<file path="config.mk">
export PLATFORM = sky130hd
export DESIGN_NAME = trdb_stream_arbiter
export DESIGN_NICKNAME = d
export VERILOG_FILES = /design/src/rtl/trdb_stream_arbiter.sv
export SDC_FILE = /design/constraint.sdc
export NUM_CORES = 1
export LEC_CHECK = 0
export CAP_MARGIN = 5
export CORE_ASPECT_RATIO = 1.4
export CORE_UTILIZATION = 22
export CTS_CLUSTER_DIAMETER = 40
export DETAILED_ROUTE_END_ITERATION = 6
export PLACE_DENSITY_LB_ADDON = 0.05
export SLEW_MARGIN = 20
export SYNTH_ARGS = -nofsm -noshare
export SYNTH_HDL_FRONTEND = slang
export SYNTH_SLANG_ARGS = --single-unit
</file>
<file path="constraint.sdc">
create_clock -name clk_i -period 1.19 [get_ports clk_i]
set_input_delay 0.238 -clock clk_i [delete_from_list [all_inputs] [get_ports clk_i]]
set_output_delay 0.238 -clock clk_i [all_outputs]
set_load 0.03 [all_outputs]
</file>
<file path="src/rtl/trdb_stream_arbiter.sv">
// Packet-source arbiter in front of the shared stream packer; holds a source until its packet
// is granted and slots flushes between packets. Define TRDB_STREAM_ARB_RR_EN for round-robin.
package trdb_pkg;
    localparam int unsigned PACKET_LEN = 32;
endpackage

module trdb_stream_arbiter #(
    parameter int unsigned NUM_SRC    = 2,
    parameter int unsigned PACKET_LEN = trdb_pkg::PACKET_LEN,
    parameter int unsigned LEN_W      = $clog2(PACKET_LEN)
) (
    input  logic                          clk_i,
    input  logic                          rst_ni,
    input  logic [NUM_SRC*PACKET_LEN-1:0] src_bits_i,
    input  logic [NUM_SRC*LEN_W-1:0]      src_len_i,
    input  logic [NUM_SRC-1:0]            src_valid_i,
    output logic [NUM_SRC-1:0]            src_grant_o,
    output logic [PACKET_LEN-1:0]         align_bits_o,
    output logic [LEN_W-1:0]              align_len_o,
    output logic                          align_valid_o,
    input  logic                          align_grant_i,
    output logic                          align_flush_o,
    input  logic                          align_flush_confirm_i,
    input  logic                          flush_req_i,
    output logic                          flush_done_o,
    output logic                          busy_o,
    output logic [$clog2(NUM_SRC)-1:0]    cur_src_o
);
    localparam int unsigned SelW = $clog2(NUM_SRC);

    typedef enum logic [1:0] {StIdle, StLocked, StFlush} state_e;

    state_e              state_q, state_d;
    logic [SelW-1:0]     sel_q, sel_d;
    logic                flush_pend_q, flush_pend_d;
    logic                flush_done_q, flush_done_d;
    logic [SelW-1:0]     winner;
    logic                any_valid;
    logic [PACKET_LEN-1:0] sel_bits;
    logic [LEN_W-1:0]    sel_len;
    logic                sel_valid;
    logic                pkt_done;

    assign any_valid = |src_valid_i;
    assign pkt_done  = (state_q == StLocked) && sel_valid && align_grant_i;

`ifdef TRDB_STREAM_ARB_RR_EN
    logic [SelW-1:0] rr_q, rr_d;
    logic            hi_found, lo_found;
    logic [SelW-1:0] hi_idx, lo_idx;

    // Indices above the last granted source win first; otherwise wrap to the lowest valid one.
    always_comb begin
        hi_found = 1'b0;
        lo_found = 1'b0;
        hi_idx   = '0;
        lo_idx   = '0;
        for (int unsigned i = 0; i < NUM_SRC; i++) begin
            if (!hi_found && src_valid_i[i] && (SelW'(i) > rr_q)) begin
                hi_found = 1'b1;
                hi_idx   = SelW'(i);
            end
            if (!lo_found && src_valid_i[i]) begin
                lo_found = 1'b1;
                lo_idx   = SelW'(i);
            end
        end
        winner = hi_found ? hi_idx : lo_idx;
    end

    assign rr_d = pkt_done ? sel_q : rr_q;

    always_ff @(posedge clk_i or negedge rst_ni) begin
        if (!rst_ni) begin
            rr_q <= SelW'(NUM_SRC - 1);
        end else begin
            rr_q <= rr_d;
        end
    end
`else
    logic found;

    always_comb begin
        found  = 1'b0;
        winner = '0;
        for (int unsigned i = 0; i < NUM_SRC; i++) begin
            if (!found && src_valid_i[i]) begin
                found  = 1'b1;
                winner = SelW'(i);
            end
        end
    end
`endif

    always_comb begin
        sel_bits  = '0;
        sel_len   = '0;
        sel_valid = 1'b0;
        for (int unsigned i = 0; i < NUM_SRC; i++) begin
            if (sel_q == SelW'(i)) begin
                sel_bits  = src_bits_i[i*PACKET_LEN +: PACKET_LEN];
                sel_len   = src_len_i[i*LEN_W +: LEN_W];
                sel_valid = src_valid_i[i];
            end
        end
    end

    always_ff @(posedge clk_i or negedge rst_ni) begin
        if (!rst_ni) begin
            state_q      <= StIdle;
            sel_q        <= '0;
            flush_pend_q <= 1'b0;
            flush_done_q <= 1'b0;
        end else begin
            state_q      <= state_d;
            sel_q        <= sel_d;
            flush_pend_q <= flush_pend_d;
            flush_done_q <= flush_done_d;
        end
    end

    always_comb begin
        state_d      = state_q;
        sel_d        = sel_q;
        flush_pend_d = flush_pend_q | flush_req_i;
        flush_done_d = 1'b0;
        unique case (state_q)
            StIdle: begin
                if (flush_pend_q) begin
                    state_d = StFlush;
                end else if (any_valid) begin
                    sel_d   = winner;
                    state_d = StLocked;
                end
            end
            // A dropped valid abandons the lock without a grant.
            StLocked: begin
                if (!sel_valid || align_grant_i) begin
                    state_d = StIdle;
                end
            end
            StFlush: begin
                if (align_flush_confirm_i) begin
                    flush_pend_d = flush_req_i;
                    flush_done_d = 1'b1;
                    state_d      = StIdle;
                end
            end
            default: state_d = StIdle;
        endcase
    end

    always_comb begin
        src_grant_o   = '0;
        align_bits_o  = '0;
        align_len_o   = '0;
        align_valid_o = 1'b0;
        align_flush_o = 1'b0;
        unique case (state_q)
            StLocked: begin
                align_bits_o  = sel_bits;
                align_len_o   = sel_len;
                align_valid_o = sel_valid;
                if (pkt_done) begin
                    src_grant_o[sel_q] = 1'b1;
                end
            end
            StFlush: align_flush_o = 1'b1;
            default: ;
        endcase
    end

    assign busy_o       = (state_q != StIdle) || flush_pend_q;
    assign flush_done_o = flush_done_q;
    assign cur_src_o    = sel_q;

endmodule

</file>
==> results of run 1 <==
## where the power goes
| group | internal, mW | switching, mW |
|---|---|---|
| Clock | 0.230 | 0.0854 |
| Sequential | 0.222 | 0.0516 |
| Combinational | 1.88 | 1.42 |
## layout make-up
class,instances,share of cell area
clock buffer,4,0.0151
inverter,2,0.00251
multi-input combinational,93,0.379
sequential,5,0.0423
tap,42,0.0176
timing repair buffer,149,0.544
## cells by family after synthesis
family	count (synthesis)	synth area share
multiplexers	37	0.420
AO/OA/AOI/OAI	7	0.0526
flip-flops	5	0.142
buffers and inverters	11	0.0923
AND/OR/NAND/NOR	49	0.293
## repair_timing
item / 4_1_cts / 5_1_grt
buffers inserted: 3 / 6
gates cloned: 0 / 3
gates resized for setup: 63 / 51
endpoints found under the setup margin: 44 / 44
hold buffers: 0 / 0
pin swaps: 2 / 13
## worst paths after layout
kind | to | slack [ns]
worst min-delay path | flush_done_o$_DFF_PN0_ | 0.23
worst max register to register | state_q[0]$_DFFE_PN0P_ | -0.08
max in group asynchronous | cur_src_o$_DFFE_PN0P_ | 0.75
min in group clk_i | flush_pend_q$_DFF_PN0_ | 0.63
worst max-delay path | align_bits_o[6] | -0.44
worst min register to register | state_q[1]$_DFFE_PN0P_ | 0.67
## flip-flops by register name, summed over array words and instances, names as in the netlist
| name | cells |
|---|---|
| flush_done_o | 1 |
| state_q | 2 |
| flush_pend_q | 1 |
| cur_src_o | 1 |
## worst max-delay path: stages, from the launching register on
cell,delay (ns)
dfrtp_2,0.40
buf_6,0.13
buf_12,0.15
mux2i_2,0.26
nor2_4,0.05
buf_4,0.16
## synthesized netlist by cell type (all sizes together)
cell type,n
mux2i,37
buf,9
nand3b,1
nor3,2
o21a,1
o21bai,1
nor2b,2
inv,2
dfrtp,5
nor2,40
o22a,1
a211oi,1
nand2,1
and2,1
a21oi,3
nand2b,2
## stage by stage
stage	area (sq um)	setup TNS (ns)
after floorplan	1090	-7.31
after global placement	2350	-7.93
after detailed placement	2350	-8.71
after CTS	2660	-16.76
after global routing	2990	-19.05
final	2990	-16.90
## layer usage
| metal | GRT usage | up-vias | share of wire |
|---|---|---|---|
| met5 | 0 | - | 0 |
| met4 | 0.0500 | 0 | 0.017 |
| met3 | 0.0438 | 9 | 0.052 |
| met2 | 0.422 | 73 | 0.62 |
| met1 | 0.173 | 645 | 0.31 |
| li1 | - | 662 | - |
==> metrics.yaml, run 1 <==
run_status:
  status: "complete, but fails checks"
  violations: "setup timing"
setup_path:
  crit_path_end_kind: "output port"
  crit_required_ns: 0.95
  critPathLaunch: "cur_src_o$_DFFE_PN0P_"
  reg2reg_depth: 6
  crit_arrival_ns: 1.39
  worstPathMaxFanout: 7
  crit_path_start_kind: "flop"
  worstSetupPathType: "flop to output port"
  r2r-start: "cur_src_o$_DFFE_PN0P_"
cells_and_area:
  final_core_util: 0.799
  antenna-diode-count: 0
  layout_commonest_cell: "clkdlybuf4s50_1"
  syn2layout_area_growth_pct: 239
  nFillCells: 240
  finalNonFillerCells: 295
  multiInputGateArea_sq_um: 1130
  drive_gt1_frac: 0.565
  regArea_sq_um: 126
  final_cell_mix: "80 x clkdlybuf4s50_1, 50 x buf_6, 31 x nor2_4"
  nets: 335
drt:
  initialDrtViolationCount: 18
  ant_nets: 0
  first_pass_iters: 4
  viasPerCell: 4.71
  drc: 0
  avgRoutedWirePerCell_um: 16.2
  vias: 1389
  routed_wl_mm: 4.77
sta:
  tightest_slew_ns: 0.295
  fin_crit_sh: 1.37
  fin_hold_ws_ns: 0.234
  finalMaxSlewViolations: 0
  setup_ws_ns: -0.435
  skew_ns: 0.00243
  rsz0062_at_grt: "true"
  min_period_ns: 1.63
  max_freq_mhz: 615
  finalHoldViolCount: 0
  maxSlewHeadroom: 0.798
  setup_viol: 44
placement:
  place_hpwl_mm: 3.43
  place_worst_setup_slack_ns: -0.285
  dp_cells: 281
  place_congestion: 0.757
  portBuffers: 124
synth:
  yosys.cell_types.count: 20
  syn_inst: 109
  synth_area_per_cell_sq_um: 8.08
  ys_top_cells_by_area: "mux2i_1 42%, dfrtp_1 14%, nor2_2 14%"
  synth-seq-cells: 5
  synth_seq_area_share: 0.142
  synth_top_cell_by_area: "mux2i_1"
  synth_top_area_frac: 0.420
  synth_area_sq_um: 881
  yosys_warnings: 0
  synth_nets: 190
power_and_ir_drop:
  power_density_nw_per_um2: 1300
  total_power_mw: 3.89
  power_leakage_nw: 1.16
  vdd_drop_max_v: 0.00125
die:
  die_w_um: 55.5
  ios: 125
  row_count: 26
  initial_core_util: 0.235
  fp.dieArea_sq_um: 4260
  die_y_um: 76.9
  design.core.area_sq_um: 3740
hold_path:
  hold_path.class: "input pin to asynchronous set/reset pin"
clocking:
  clock_path_buffers: 2
  htree_levels: 1
  cts_sinks: 5
  cts_buffers: 3
  cts_tree: "yes"
  path_clk_slew_ns: 0.04
  ctsRootBufferMaster: "clkbuf_8"
  clock_latency_ns: 0.22
grt:
  grt_pass1_vias: 1492
  overflow: 0
  grt.total_usage: 0.196
  grt_pass1_wl_mm: 6.78
  grt_start_max_net_pins: 17
  antenna_found_initial: 0
flow_run:
  maxCapViolations: 0
No activity file was read; power rests on OpenSTA's default activity.
==> inputs of run 2 (changes only) <==
--- a/config.mk
+++ b/config.mk
@@ -6,11 +6,10 @@
 export NUM_CORES = 1
 export LEC_CHECK = 0
 export CAP_MARGIN = 5
-export CORE_ASPECT_RATIO = 1.4
-export CORE_UTILIZATION = 22
+export CORE_UTILIZATION = 26
 export CTS_CLUSTER_DIAMETER = 40
 export DETAILED_ROUTE_END_ITERATION = 6
-export PLACE_DENSITY_LB_ADDON = 0.05
+export PLACE_DENSITY = 0.85
 export SLEW_MARGIN = 20
 export SYNTH_ARGS = -nofsm -noshare
 export SYNTH_HDL_FRONTEND = slang
==> constraint.sdc (replaced) <==
create_clock -name clk_i -period 2.1 [get_ports clk_i]
set_input_delay 0.42 -clock clk_i [delete_from_list [all_inputs] [get_ports clk_i]]
set_output_delay 0.42 -clock clk_i [all_outputs]
set_load 0.03 [all_outputs]
==> metrics.yaml, run 2 (synthesis results as in run 1) <==
run_status:
  status: "finished clean"  # was complete, but fails checks
setup_path:
  crit_path_end_kind: "output port"  # unchanged
  r2r-start: "state_q[1]$_DFFE_PN0P_"  # was cur_src_o$_DFFE_PN0P_
  rr_endpoint: "state_q[0]$_DFFE_PN0P_"  # unchanged
  reg2reg_depth: 3  # was 6
  crit_arrival_ns: 1.52  # was 1.39 ns
  crit_path_start_kind: "flop"  # unchanged
  path_cells: "nor2b_1 > clkdlybuf4s50_1"  # was buf_6 > buf_12 > mux2i_2 > nor2_4 > buf_4
  slowest_stage: "clkdlybuf4s50_1"  # was dfrtp_2
  worstPathMaxFanout: 6  # was 7
  crit_required_ns: 1.68  # was 0.95 ns
  reg2reg_setup_slack_ns: 0.94  # was -0.08 ns
  slowest_delay_ns: 0.69  # was 0.40 ns
  worstSetupPathType: "flop to output port"  # unchanged
clocking:
  post_cts.repair.setup_buffers: 0  # was 3
  clock_path_buffers: 2  # unchanged
  htree_levels: 1  # unchanged
  cts_buffers: 3  # unchanged
  clock_latency_ns: 0.24  # was 0.22 ns
  cts_sinks: 5  # unchanged
  path_clk_slew_ns: 0.04  # about the same
  ctsRootBufferMaster: "clkbuf_4"  # was clkbuf_8
  cts_tree: "yes"  # unchanged
cells_and_area:
  nFillCells: 273  # was 240
  largest_register_ffs: 2  # unchanged
  syn2layout_area_growth_pct: 137  # was 239%
  drive_gt1_frac: 0.299  # was 0.565
  nets: 313  # was 335
  antenna-diode-count: 0  # unchanged
  layout_commonest_cell: "clkdlybuf4s50_1"  # unchanged
  final_cell_mix: "83 x clkdlybuf4s50_1, 41 x buf_4, 37 x mux2i_1"  # was 80 x clkdlybuf4s50_1, 50 x buf_6, 31 x nor2_4
  regMostFlops: "state_q"  # unchanged
sta:
  tightest_slew_ns: 0.317  # was 0.295 ns
  maxSlewHeadroom: 0.789  # was 0.798
  finalSetupTns_ns: 0  # was -16.90 ns
  fin_crit_sh: 0.922
  min_period_ns: 1.94
  finalMaxSlewViolations: 0  # unchanged
  skew_ns: 0.000889  # was 0.00243 ns
  finalHoldViolCount: 0  # unchanged
  setup_ws_ns: 0.163  # was -0.435 ns
  rsz0062_at_grt: "false"  # was true
  setup_viol: 0  # was 44
  max_freq_mhz: 516
power_and_ir_drop:
  p_seq_frac: 0.149  # was 0.070
  power_leakage_nw: 0.943  # was 1.16 nW
  vdd_drop_max_v: 0.000583  # was 0.00125 V
  switching_power_uw: 538  # was 1.56 mW
  combinationalPowerShare: 0.763  # was 0.848
  internal_power_uw: 708  # was 2.33 mW
  switching_share: 0.432  # was 0.401
  pwr-share-clk: 0.087  # was 0.081
  power_density_nw_per_um2: 598  # was 1300 nW/um^2
grt:
  grt.total_usage: 0.159  # was 0.196
  grt_pass1_vias: 993  # was 1,492
  grt_pass1_wl_mm: 4.40  # was 6.78 mm
  overflow: 0  # unchanged
  grt_start_max_net_pins: 33  # was 17
  antenna_found_initial: 0  # unchanged
die:
  die_w_um: 60.2  # was 55.5 um
  fp.dieArea_sq_um: 3620  # was 4260 sq um
  die_y_um: 60.2  # was 76.9 um
  ios: 125  # unchanged
  initial_core_util: 0.282  # was 0.235
  row_count: 20  # was 26
  design.core.area_sq_um: 3130  # was 3740 sq um
drt:
  initialDrtViolationCount: 17  # was 18
  viasPerCell: 4.40  # was 4.71
  ant_nets: 0  # unchanged
  avgRoutedWirePerCell_um: 11.9  # was 16.2 um
  first_pass_iters: 4  # unchanged
  routed_wl_mm: 3.26  # was 4.77 mm
  drc: 0  # unchanged
  vias: 1209  # was 1,389
hold_path:
  hold_path.class: "input pin to asynchronous set/reset pin"  # unchanged
placement:
  place_hpwl_mm: 2.77  # was 3.43 mm
  portBuffers: 124  # unchanged
  place_congestion: 0.777  # was 0.757
  place_worst_setup_slack_ns: 0.298  # was -0.285 ns
flow_run:
  maxCapViolations: 0  # unchanged
## run 2: cell count changes in the layout (fill, tap and decap cells not counted), moves of 10 or more
| cell | before | now |
|---|---|---|
| buf_6 | 50 | 0 |
| buf_4 | 10 | 41 |
| mux2i_1 | 14 | 37 |
| nor2_2 | 8 | 20 |
| nor2_1 | 1 | 20 |
| nor2_4 | 31 | 0 |
| mux2i_4 | 13 | 0 |
| mux2i_2 | 10 | 0 |
## run 2: worst max-delay path by stage
stage | endpoint | cells past startpoint | startpoint
floorplan | align_valid_o | 4 | cur_src_o$_DFFE_PN0P_
global placement | busy_o | 3 | state_q[1]$_DFFE_PN0P_
detailed placement | align_valid_o | 4 | src_valid_i[1]
CTS | busy_o | 3 | state_q[1]$_DFFE_PN0P_
global route | align_bits_o[16] | 4 | state_q[1]$_DFFE_PN0P_
finish | align_flush_o | 2 | state_q[1]$_DFFE_PN0P_
## run 2: layout make-up
class	instances	area (sq um)	area share
inverter	2	7.51	0.00360
timing repair buffer	127	1190	0.572
clock buffer	4	26.3	0.0126
sequential	5	126	0.0607
multi-input combinational	93	677	0.325
tap	44	55.1	0.0264
## run 2: timing repair
item	4_1_cts	5_1_grt
gates resized for setup	0	1
hold buffers	0	0
setup endpoints to repair	0	1
## run 2: per-layer routing
metal | global-route usage | vias to the layer above | routed length (um)
li1 | - | 614 | -
met1 | 0.166 | 522 | 1170
met2 | 0.309 | 71 | 1720
met3 | 0.0390 | 2 | 363
met4 | 0.0399 | 0 | 8
met5 | 0 | - | 0
## run 2: metrics by stage
stage	instance area, sq um	total power [mW]	hold WS [ns]	util	std cells
finish	2080	1.25	0.409	0.666	275
detailed placement	2050	1.15	0.536	0.657	271
global placement	2050	1.14	0.526	0.657	271
global route	2080	1.34	0.402	0.666	275
floorplan	881	0.831	0.124	-	109
CTS	2080	1.26	0.408	0.665	275
## run 2: worst max-delay path: cells and delay by family (launching register included)
kind | cells | cell delay, ns
and+or+nand+nor | 1 | 0.18
buffers and inverters | 1 | 0.69
DFF | 1 | 0.41
## run 2: power by group through the flow
stage | logic, mW | clock network [mW] | registers (mW)
detailed placement | 0.960 | 0 | 0.188
finish | 0.951 | 0.109 | 0.186
floorplan | 0.660 | 0 | 0.172
global route | 1.01 | 0.128 | 0.196
global placement | 0.952 | 0 | 0.187
CTS | 0.963 | 0.113 | 0.187
==> inputs of run 3 (changes only) <==
--- a/config.mk
+++ b/config.mk
@@ -10,6 +10,7 @@
 export CTS_CLUSTER_DIAMETER = 40
 export DETAILED_ROUTE_END_ITERATION = 6
 export PLACE_DENSITY = 0.85
+export REMOVE_ABC_BUFFERS = 1
 export SLEW_MARGIN = 20
 export SYNTH_ARGS = -nofsm -noshare
 export SYNTH_HDL_FRONTEND = slang
==> metrics.yaml, run 3 (synthesis results as in run 1) <==
sta:
  min_period_ns: 1.98  # was 1.94 ns
  fin_crit_sh: 0.943  # was 0.922
  max_freq_mhz: 505  # was 516 MHz
  fin_hold_ws_ns: 0.382  # was 0.409 ns
  setup_viol: 0  # unchanged
  rsz0062_at_grt: "false"  # unchanged
  maxSlewHeadroom: 0.768  # was 0.789
  finalSetupTns_ns: 0  # unchanged
  tightest_slew_ns: 0.348  # was 0.317 ns
  skew_ns: 0.00853  # was 0.000889 ns
  finalHoldViolCount: 0  # unchanged
  finalMaxSlewViolations: 0  # unchanged
drt:
  viasPerCell: 4.38  # was 4.40
  first_pass_iters: 2  # was 4
  ant_nets: 0  # unchanged
  avgRoutedWirePerCell_um: 12.0  # was 11.9 um
  initialDrtViolationCount: 43  # was 17
  vias: 1212  # was 1,209
  drc: 0  # unchanged
  routed_wl_mm: 3.32  # was 3.26 mm
grt:
  grt_use_met2: 0.322  # was 0.309
  grt_start_max_net_pins: 24  # was 33
  grtUsageMet1: 0.169  # was 0.166
  grt_pass1_vias: 1117  # was 993
  antenna_found_initial: 0  # unchanged
  grt.total_usage: 0.166  # was 0.159
  top_usage_layer: "met2"  # unchanged
  overflow: 0  # unchanged
  use_met3: 0.0563  # was 0.0390
  grt_pass1_wl_mm: 4.58  # was 4.40 mm
die:
  die_y_um: 60.2  # unchanged
  design.core.area_sq_um: 3130  # unchanged
  initial_core_util: 0.282  # unchanged
  die_w_um: 60.2  # unchanged
  ios: 125  # unchanged
  row_count: 20  # unchanged
  fp.dieArea_sq_um: 3620  # unchanged
clocking:
  cts_sinks: 5  # unchanged
  htree_levels: 1  # unchanged
  cts_buffers: 3  # unchanged
  clock_path_buffers: 2  # unchanged
  ctsRootBufferMaster: "clkbuf_4"  # unchanged
  path_clk_slew_ns: 0.05  # was 0.04 ns
  cts_tree: "yes"  # unchanged
  post_cts_resize_count: 1  # was 0
  hold_buffers: 0  # unchanged
  post_cts.repair.setup_buffers: 0  # unchanged
  clock_latency_ns: 0.25  # was 0.24 ns
cells_and_area:
  nets: 315  # was 313
  syn2layout_area_growth_pct: 136  # was 137%
  drive_gt1_frac: 0.305  # was 0.299
  regMostFlops: "state_q"  # unchanged
  layout_commonest_cell: "clkdlybuf4s50_1"  # unchanged
  nFillCells: 269  # was 273
  largest_register_ffs: 2  # unchanged
  finalNonFillerCells: 277  # was 275
  final_cell_mix: "83 x clkdlybuf4s50_1, 45 x buf_4, 37 x mux2i_1"  # was 83 x clkdlybuf4s50_1, 41 x buf_4, 37 x mux2i_1
  antenna-diode-count: 0  # unchanged
setup_path:
  crit_path_start_kind: "flop"  # unchanged
  worstPathMaxFanout: 6  # unchanged
  slowest_stage: "clkdlybuf4s50_1"  # unchanged
  slowest_delay_ns: 0.69  # about the same
  critical-path-top-delay-family: "buffers and inverters"  # unchanged
  crit_buf_inv: 1  # unchanged
  worstSetupPathType: "flop to output port"  # unchanged
  path_cells: "nor2b_1 > clkdlybuf4s50_1"  # unchanged
  crit_arrival_ns: 1.56  # was 1.52 ns
  crit_required_ns: 1.68  # about the same
  crit_path_end_kind: "output port"  # unchanged
flow_run:
  maxCapViolations: 0  # unchanged
placement:
  place_congestion: 0.703  # was 0.777
  dp_cells: 273  # was 271
  place_hpwl_mm: 2.80  # was 2.77 mm
  portBuffers: 124  # unchanged
run_status:
  status: "finished clean"  # unchanged
power_and_ir_drop:
  power_leakage_nw: 0.941  # was 0.943 nW
  vdd_drop_max_v: 0.000245  # was 0.000583 V
  power_density_nw_per_um2: 598  # about the same
  switching_power_uw: 548  # was 538 uW
  pwr-share-clk: 0.094  # was 0.087
  combinationalPowerShare: 0.754  # was 0.763
  internal_power_uw: 695  # was 708 uW
  p_seq_frac: 0.152  # was 0.149
  switching_share: 0.441  # was 0.432
hold_path:
  hold_path.class: "input pin to asynchronous set/reset pin"  # unchanged
run 3: cell count changes in the layout (fill, tap and decap cells not counted), sizes merged:
cell,delta
buf,+2
run 3: power by group through the flow:
stage                     Sequential (mW)  Clock (mW)  Combinational, mW
after floorplan                     0.309           0              0.494
after global placement              0.185           0              0.938
after detailed placement            0.187           0              0.946
after CTS                           0.190       0.120              0.950
after global routing                0.196       0.123               1.00
final                               0.188       0.117              0.938
run 3: cell type report:
| type | count | area, sq um | area share |
|---|---|---|---|
| multi-input combinational | 93 | 683 | 0.329 |
| timing repair buffer | 129 | 1180 | 0.568 |
| inverter | 2 | 7.51 | 0.00361 |
| clock buffer | 4 | 26.3 | 0.0126 |
| tap | 44 | 55.1 | 0.0265 |
| sequential | 5 | 126 | 0.0608 |
run 3: layer usage:
metal	vias up	share of wire
li1	615	-
met1	519	0.37
met2	76	0.52
met3	2	0.11
met4	0	0.0018
met5	-	0
run 3: through the flow:
stage          cell area (sq um)   util  worst slack, ns  power (mW)
3_3_place_gp                2040  0.654            0.312        1.12
4_1_cts                     2080  0.664           0.0523        1.26
3_5_place_dp                2040  0.654            0.274        1.13
6_report                    2080  0.665            0.119        1.24
5_1_grt                     2080  0.665           0.0332        1.32
2_1_floorplan                807      -           -0.672       0.803
run 3: worst paths after layout:
kind | startpoint | endpoint | slack [ns] | cells after the start
setup / recovery | state_q[1]$_DFFE_PN0P_ | align_flush_o | 0.12 | 2
hold / removal | rst_ni | state_q[1]$_DFFE_PN0P_ | 0.38 | 1
setup reg to reg | state_q[1]$_DFFE_PN0P_ | state_q[0]$_DFFE_PN0P_ | 0.73 | 4
hold reg to reg | state_q[0]$_DFFE_PN0P_ | state_q[1]$_DFFE_PN0P_ | 0.58 | 1
max in group asynchronous | rst_ni | cur_src_o$_DFFE_PN0P_ | 1.52 | 1
min in group clk_i | state_q[0]$_DFFE_PN0P_ | state_q[1]$_DFFE_PN0P_ | 0.58 | 1
